<file path="src/rtl/nco_voice_allocator.sv">
// Polyphonic note-event allocator for a bank of NCO voices: assigns note-on/off
// events to voices (free, retrigger or round-robin steal) and sequences per-voice loads.
module nco_voice_allocator #(
    parameter int NUM_VOICES = 4,
    parameter int FW         = 24,
    parameter int AW         = 16,
    parameter int NOTE_W     = 7
) (
    input  logic                              Clk,
    input  logic                              Reset,
    input  logic                              evt_valid,
    output logic                              evt_ready,
    input  logic                              evt_on,
    input  logic [NOTE_W-1:0]                 evt_note,
    input  logic [FW-1:0]                     evt_freq,
    input  logic [AW-1:0]                     evt_amp,
    input  logic                              panic,
    output logic [FW-1:0]                     F_bus,
    output logic [AW-1:0]                     A_bus,
    output logic [NUM_VOICES-1:0]             voice_loadF,
    output logic [NUM_VOICES-1:0]             voice_loadA,
    output logic [NUM_VOICES-1:0]             voice_key_on,
    output logic [$clog2(NUM_VOICES+1)-1:0]   active_count,
    output logic                              steal_pulse,
    output logic                              miss_pulse
);

    localparam int VW = $clog2(NUM_VOICES);
    localparam int CW = $clog2(NUM_VOICES + 1);

    typedef enum logic [2:0] {IDLE, SEARCH, KILL, LOAD, OFF} state_t;

    state_t              state;
    logic                hold_on;
    logic [NOTE_W-1:0]   hold_note;
    logic [FW-1:0]       hold_freq;
    logic [AW-1:0]       hold_amp;
    logic [VW-1:0]       tgt;
    logic [VW-1:0]       steal_ptr;
    logic [NOTE_W-1:0]   tag_note [NUM_VOICES];

    logic                hit;
    logic [VW-1:0]       hit_idx;
    logic                free;
    logic [VW-1:0]       free_idx;

    // A tag is valid exactly when its voice is keyed on, so key_on doubles as the valid bit.
    always_comb begin
        hit      = 1'b0;
        hit_idx  = '0;
        free     = 1'b0;
        free_idx = '0;
        for (int i = 0; i < NUM_VOICES; i++) begin
            if (!hit && voice_key_on[i] && (tag_note[i] == hold_note)) begin
                hit     = 1'b1;
                hit_idx = VW'(i);
            end
            if (!free && !voice_key_on[i]) begin
                free     = 1'b1;
                free_idx = VW'(i);
            end
        end
    end

    always_ff @(posedge Clk) begin
        if (Reset) begin
            state        <= IDLE;
            hold_on      <= 1'b0;
            hold_note    <= '0;
            hold_freq    <= '0;
            hold_amp     <= '0;
            tgt          <= '0;
            steal_ptr    <= '0;
            F_bus        <= '0;
            A_bus        <= '0;
            voice_key_on <= '0;
            for (int i = 0; i < NUM_VOICES; i++) tag_note[i] <= '0;
        end else if (panic) begin
            state        <= IDLE;
            voice_key_on <= '0;
            for (int i = 0; i < NUM_VOICES; i++) tag_note[i] <= '0;
        end else begin
            case (state)
                IDLE: begin
                    if (evt_valid) begin
                        hold_on   <= evt_on;
                        hold_note <= evt_note;
                        hold_freq <= evt_freq;
                        hold_amp  <= evt_amp;
                        state     <= SEARCH;
                    end
                end
                SEARCH: begin
                    if (hold_on) begin
                        if (hit || free) begin
                            tgt   <= hit ? hit_idx : free_idx;
                            F_bus <= hold_freq;
                            A_bus <= hold_amp;
                            state <= LOAD;
                        end else begin
                            tgt       <= steal_ptr;
                            steal_ptr <= (steal_ptr == VW'(NUM_VOICES - 1)) ? '0 : steal_ptr + 1'b1;
                            state     <= KILL;
                        end
                    end else if (hit) begin
                        tgt   <= hit_idx;
                        state <= OFF;
                    end else begin
                        state <= IDLE;
                    end
                end
                KILL: begin
                    voice_key_on[tgt] <= 1'b0;
                    tag_note[tgt]     <= '0;
                    F_bus             <= hold_freq;
                    A_bus             <= hold_amp;
                    state             <= LOAD;
                end
                LOAD: begin
                    voice_key_on[tgt] <= 1'b1;
                    tag_note[tgt]     <= hold_note;
                    state             <= IDLE;
                end
                OFF: begin
                    voice_key_on[tgt] <= 1'b0;
                    tag_note[tgt]     <= '0;
                    state             <= IDLE;
                end
                default: state <= IDLE;
            endcase
        end
    end

    // Strobes are suppressed while panic is asserted so an aborted load never reaches a voice.
    always_comb begin
        voice_loadF = '0;
        if (state == LOAD && !Reset && !panic) voice_loadF = NUM_VOICES'(1) << tgt;
    end

    assign voice_loadA = voice_loadF;
    assign evt_ready   = (state == IDLE) && !Reset;
    assign steal_pulse = (state == KILL) && !Reset;
    assign miss_pulse  = (state == SEARCH) && !Reset && !hold_on && !hit;

    always_comb begin
        active_count = '0;
        for (int i = 0; i < NUM_VOICES; i++) active_count = active_count + CW'(voice_key_on[i]);
    end

endmodule

</file>
<file path="config.mk">
export PLATFORM = sky130hd
export DESIGN_NAME = nco_voice_allocator
export DESIGN_NICKNAME = d
export VERILOG_FILES = /design/src/rtl/nco_voice_allocator.sv
export SDC_FILE = /design/constraint.sdc
export NUM_CORES = 1
export LEC_CHECK = 0
export BUFFER_PORTS_ARGS = -buffer_cell sky130_fd_sc_hd__buf_2
export CORE_ASPECT_RATIO = 1.4
export CORE_MARGIN = 2
export CORE_UTILIZATION = 50
export DETAILED_ROUTE_END_ITERATION = 8
export PLACE_DENSITY_LB_ADDON = 0.2
export SLEW_MARGIN = 10
export SYNTH_ARGS = -nofsm -noshare
export SYNTH_HDL_FRONTEND = slang
export SYNTH_SLANG_ARGS = --single-unit
</file>
<file path="constraint.sdc">
create_clock -name Clk -period 2.75 [get_ports Clk]
set_input_delay 0.55 -clock Clk [delete_from_list [all_inputs] [get_ports Clk]]
set_output_delay 0.55 -clock Clk [all_outputs]
set_load 0.05 [all_outputs]
</file>
=== Word-level counts from Yosys, hierarchy flattened ===
Memories as Yosys holds them, arrays and structs flattened.
Cells that the tools add are included.

* Register bits after elaboration: 99
* RAM bits: 28
* Bits of input ports: 52
* Logic and storage cells: 143
* Memories: 1

* Add/subtract/negate cells: 4
* Order comparisons: 2
* Eq/ne operators: 12
* Shift operators: 1
* Multiplexer cells: 60
* Bitwise logic cells: 11
* Reduce and logical (&&, ||, !) cells: 42

{| class="wikitable"
|+ Memory list
! memory !! words !! width !! rd ports !! clocked after Yosys merged registers in !! write ports !! RTL line !! text
|-
| tag_note || 4 || 7 || 4 || 0 || 4 || 40 || <nowiki>logic [NOTE_W-1:0] tag_note [NUM_VOICES];</nowiki>
|}

{| class="wikitable"
|+ Operators with widths
! operator !! number
|-
| $mux W7 || 7
|-
| $mux W24 || 2
|-
| $pmux W24 S2 || 1
|-
| $mux W16 || 2
|-
| $pmux W16 S2 || 1
|-
| $mux W1 || 30
|-
| $eq A7 B7 Y1 || 4
|-
| $mux W2 || 10
|-
| $logic_and A1 B1 Y1 || 18
|-
| $logic_not A1 Y1 || 12
|-
| $mux W3 || 3
|-
| $pmux W3 S3 || 1
|-
| $pmux W4 S2 || 1
|-
| $reduce_and A4 Y1 || 2
|-
| $reduce_or A7 Y1 || 1
|-
| $eq A3 B2 Y1 const B || 2
|-
| $ne A2 B2 Y1 const B || 3
|-
| $or A1 B1 Y1 || 6
|-
| $reduce_and A3 Y1 || 2
|-
| $reduce_bool A2 Y1 || 3
|-
| $and A4 B4 Y4 || 1
|-
| $mux W4 || 1
|-
| $not A4 Y4 || 1
|-
| $or A4 B4 Y4 || 1
|-
| 15 further kinds || 17
|}

=== Logic depth before layout (Yosys ltp) ===
An unclocked memory read counts as a cell.

* Depth after elaboration: 20
* Mapped depth: 9
* Mapped depth without buffers: 8

=== Worst setup path before layout ===
Ideal clock, no wire load.

* Kind: register -> output
* Start point: reg hold_note[3]
* End point: out miss_pulse
* Arrival: 2996 ps
* Required time: 2200 ps
* Setup slack: -796 ps
* Stages on the path, launching flop included: 8
* Path buffers: 2
* Cell sequence: dfxtp_1 > buf_4 > xor2_1 > nor2_1 > and4_1 > or4_4 > buf_6 > nor4_1

* Word-level cells in the longest chain between the ends: 17
* Elaborated cells on any way between the ends: 20

{| class="wikitable"
|+ RTL lines
! item !! RTL line !! text
|-
| start: declaration || 35 || <nowiki>logic [NOTE_W-1:0] hold_note;</nowiki>
|-
| start signal: assignment || 87 || <nowiki>hold_note <= evt_note;</nowiki>
|-
| $eq A7 B7 Y1 || 54 || <nowiki>if (!hit && voice_key_on[i] && (tag_note[i] == hold_note)) begin</nowiki>
|-
| $logic_and A1 B1 Y1 || 54 ||
|-
| $mux W1 || 54 ||
|-
| $logic_not A1 Y1 || 54 ||
|-
| $logic_and A1 B1 Y1 (2 in series) || 54 ||
|-
| $mux W1 || 54 ||
|-
| $logic_not A1 Y1 || 54 ||
|-
| $logic_and A1 B1 Y1 (2 in series) || 54 ||
|-
| $mux W1 || 54 ||
|-
| $logic_not A1 Y1 || 54 ||
|-
| $logic_and A1 B1 Y1 (2 in series) || 54 ||
|-
| $mux W1 (*) || 54 ||
|-
| $logic_not A1 Y1 (*) || 143 || <nowiki>assign miss_pulse = (state == SEARCH) && !Reset && !hold_on && !hit;</nowiki>
|-
| $logic_and A1 B1 Y1 (*) || 143 ||
|-
| end: declaration || 25 || <nowiki>output logic miss_pulse</nowiki>
|}

Mark *: on every way between the ends. The rest lies on a longest branch, timed or not.

=== Final worst setup path ===
* Start point: reg hold_note[5]
* End point: out miss_pulse

The elaborated chain is that of the path after synthesis.

==> run metrics <==
status finished clean; hold_buf cts 0; clock insertion delay at the later pin of the skew report 0.41 ns; Hold Crit Class in2reg; flip-flop and latch count after synthesis 127; number of distinct library cells after synthesis 41; htree depth 4; transition time of the tightest slew-check pin 0.691 ns; Tot GR Track Use 21.5%; drt total wl 13000 um; multi-input logic area 2570 um2; CP Class reg2out; Syn Area/Cell 9.19 um2; ys flop type dfxtp_1; count of pins over their slew limit 0; first-pass GRT wire length ~21000 um; Worst Path Max Fanout 5; Cell Area, Synth approximately 5700 um2; Tmin final ~2.7 ns; CTS sink count 127; synth warn 0; Worst Skew 0.00967 ns; fin util just over 60%; core area between 10000 and 15000 um2; CTS tree built; diodes inserted 0; Cell Count, Final, Fillers Out 868; antenna-violating nets left 0; RSZ-0062 raised after global routing yes; Tcrit/Tclk final 98.2%; Residual DRC 0; initial core utilization 50.5%; largest net degree at the start of global routing 139; Worst Setup SP hold_note[5]$_SDFFE_PP0P_; DR iter-0 viols 171; total number of vias 4502; startpoint class of the critical path flop; Area Overhead vs Synth 21.6%; GPL Wtd Cong 0.863; Port Buffers 109; Cells after Synth 617; die height 130 um; Seq/Total Area, Yosys ~50%; initial antenna violation count 0; Worst setup EP type primary output; RR Startpoint hold_note[5]$_SDFFE_PP0P_; vias in the first global route 4361; Root Buffer clkbuf_16; PD cells 638 nW/um2; Post-synth EDFFs 28; Placed Cells 836; I/O pins 110; highest clock rate roughly 0.37 GHz; share of cells above drive strength 1 22.9%; ys async rst share 0%; Mapped Nets 675; Data arrival, critical path 2.15 ns; drt wl/cell between 10 and 15 um; most frequent cells in the layout nand2_1 (111), buf_2 (106), dfxtp_1 (96), nand2b_1 (89), a21oi_1 (56); drt pass-1 iters 5; number of setup violations in the final report 0; Final HPWL DP 8970 um; Die W 94.0 um; Worst Path Required ~2.2 ns; Max IR drop VDD 0.000433 V; relative slew slack 53.6%; die area 12200 um2; global route overflow 0; Post-Route Setup TNS 0 ns; Max Buffers Root-to-Sink 2; Worst-path clk slew 0.06 ns; sequential cell area 2830 um2; Leak 2.70 nW; FP Rows 46; CTS buffer count 17; final hold vios 0; fin nets 770; Hold Startpoint evt_on; fillers roughly 1000; flop2flop setup slack 0.27 ns; Pwr Total 0.00440 W; commonest non-fill, non-tap cell in the layout nand2_1; DR vias/cell 5.19; worst hold slack around 0.38 ns; Max Cap Viol 0
==> worst paths after layout <==
| check | to | depth (start not counted) |
|---|---|---|
| worst max-delay path | miss_pulse | 7 |
| worst min-delay path | hold_on$_SDFFE_PP0P_ | 3 |
| worst max register to register | F_bus[0]$_SDFFE_PP0P_ | 9 |
| worst min register to register | hold_freq[15]$_SDFFE_PP0P_ | 2 |
==> routing by layer <==
layer	wire length (um)	vias up	track usage, %	part of all wire, %
met4	378	0	9.55	2.9
met5	0	-	0	0
met2	7040	121	38.5	54
met3	579	30	6.35	4.5
met1	4960	2129	23.5	38
li1	-	2222	-	-
==> report_power, final <==
group          switching, W  internal, W  total (W)
clock              0.000792      0.00136    0.00215
combinational      0.000148     0.000114   0.000262
sequential        0.0000302      0.00196    0.00199
total              0.000970      0.00343    0.00440
==> cells by family (layout without fill, tap and decap cells) <==
kind of cell	Yosys count	after routing	synth area share, %
AND/OR/NAND/NOR	276	276	24.0
XOR/XNOR	28	28	4.32
adder cells (fa/ha/maj)	6	6	1.46
flip-flops	127	127	49.8
multiplexers	44	44	7.79
buffers and inverters	59	166	5.38
AO/OA/AOI/OAI	77	77	7.32
==> sequential cells by signal, summed over array words and instances, names as in the netlist, named ones only <==
register / flops
A_bus: 16
F_bus: 24
hold_amp: 16
hold_freq: 24
hold_note: 7
hold_on: 1
state: 3
steal_ptr: 2
tag_note: 28
tgt: 2
==> synthesized netlist by cell type, types with 8 or more instances <==
cell type	instances	share of area, %
nand2_1	111	7.3
dfxtp_1	99	35
nand2b_1	89	9.8
a21oi_1	56	4.9
mux2i_1	43	7.6
nor2_1	39	2.6
clkbuf_1	32	2.1
edfxtp_1	28	15
xnor2_1	22	3.4
buf_4	10	1.3
inv_1	9	0.60
nand4_1	8	0.88
==> final cells by class <==
class	count	area share, %
inverters	9	0.490
clock buffers	22	7.18
well taps	144	2.61
repair buffers	126	10.3
multi-input cells	431	37.3
flip-flops and latches	127	41.0
clock inverters	9	1.18
==> metrics by stage <==
stage | instance area, um2 | setup slack (ns)
2_1_floorplan | 5700 | -0.167
3_3_place_gp | 6300 | 0.263
3_5_place_dp | 6300 | 0.250
4_1_cts | 6900 | 0.0158
5_1_grt | 6900 | -0.0548
6_report | 6900 | 0.0503
==> what timing repair did <==
action | 4_1_cts | 5_1_grt
setup buffers | 1 | 0
pin swaps | 3 | 0
endpoints found under the setup margin | 2 | 10
resized for setup | 3 | 3
==> worst max-delay path: stages (launching register included) <==
cell and delay [ns]:
dfxtp_1 0.32, buf_4 0.16, xnor2_1 0.13, nand4_1 0.13
nor2_1 0.08, or4_4 0.57, nor4_4 0.16, buf_6 0.19
Power figures use the tool's default switching activity.
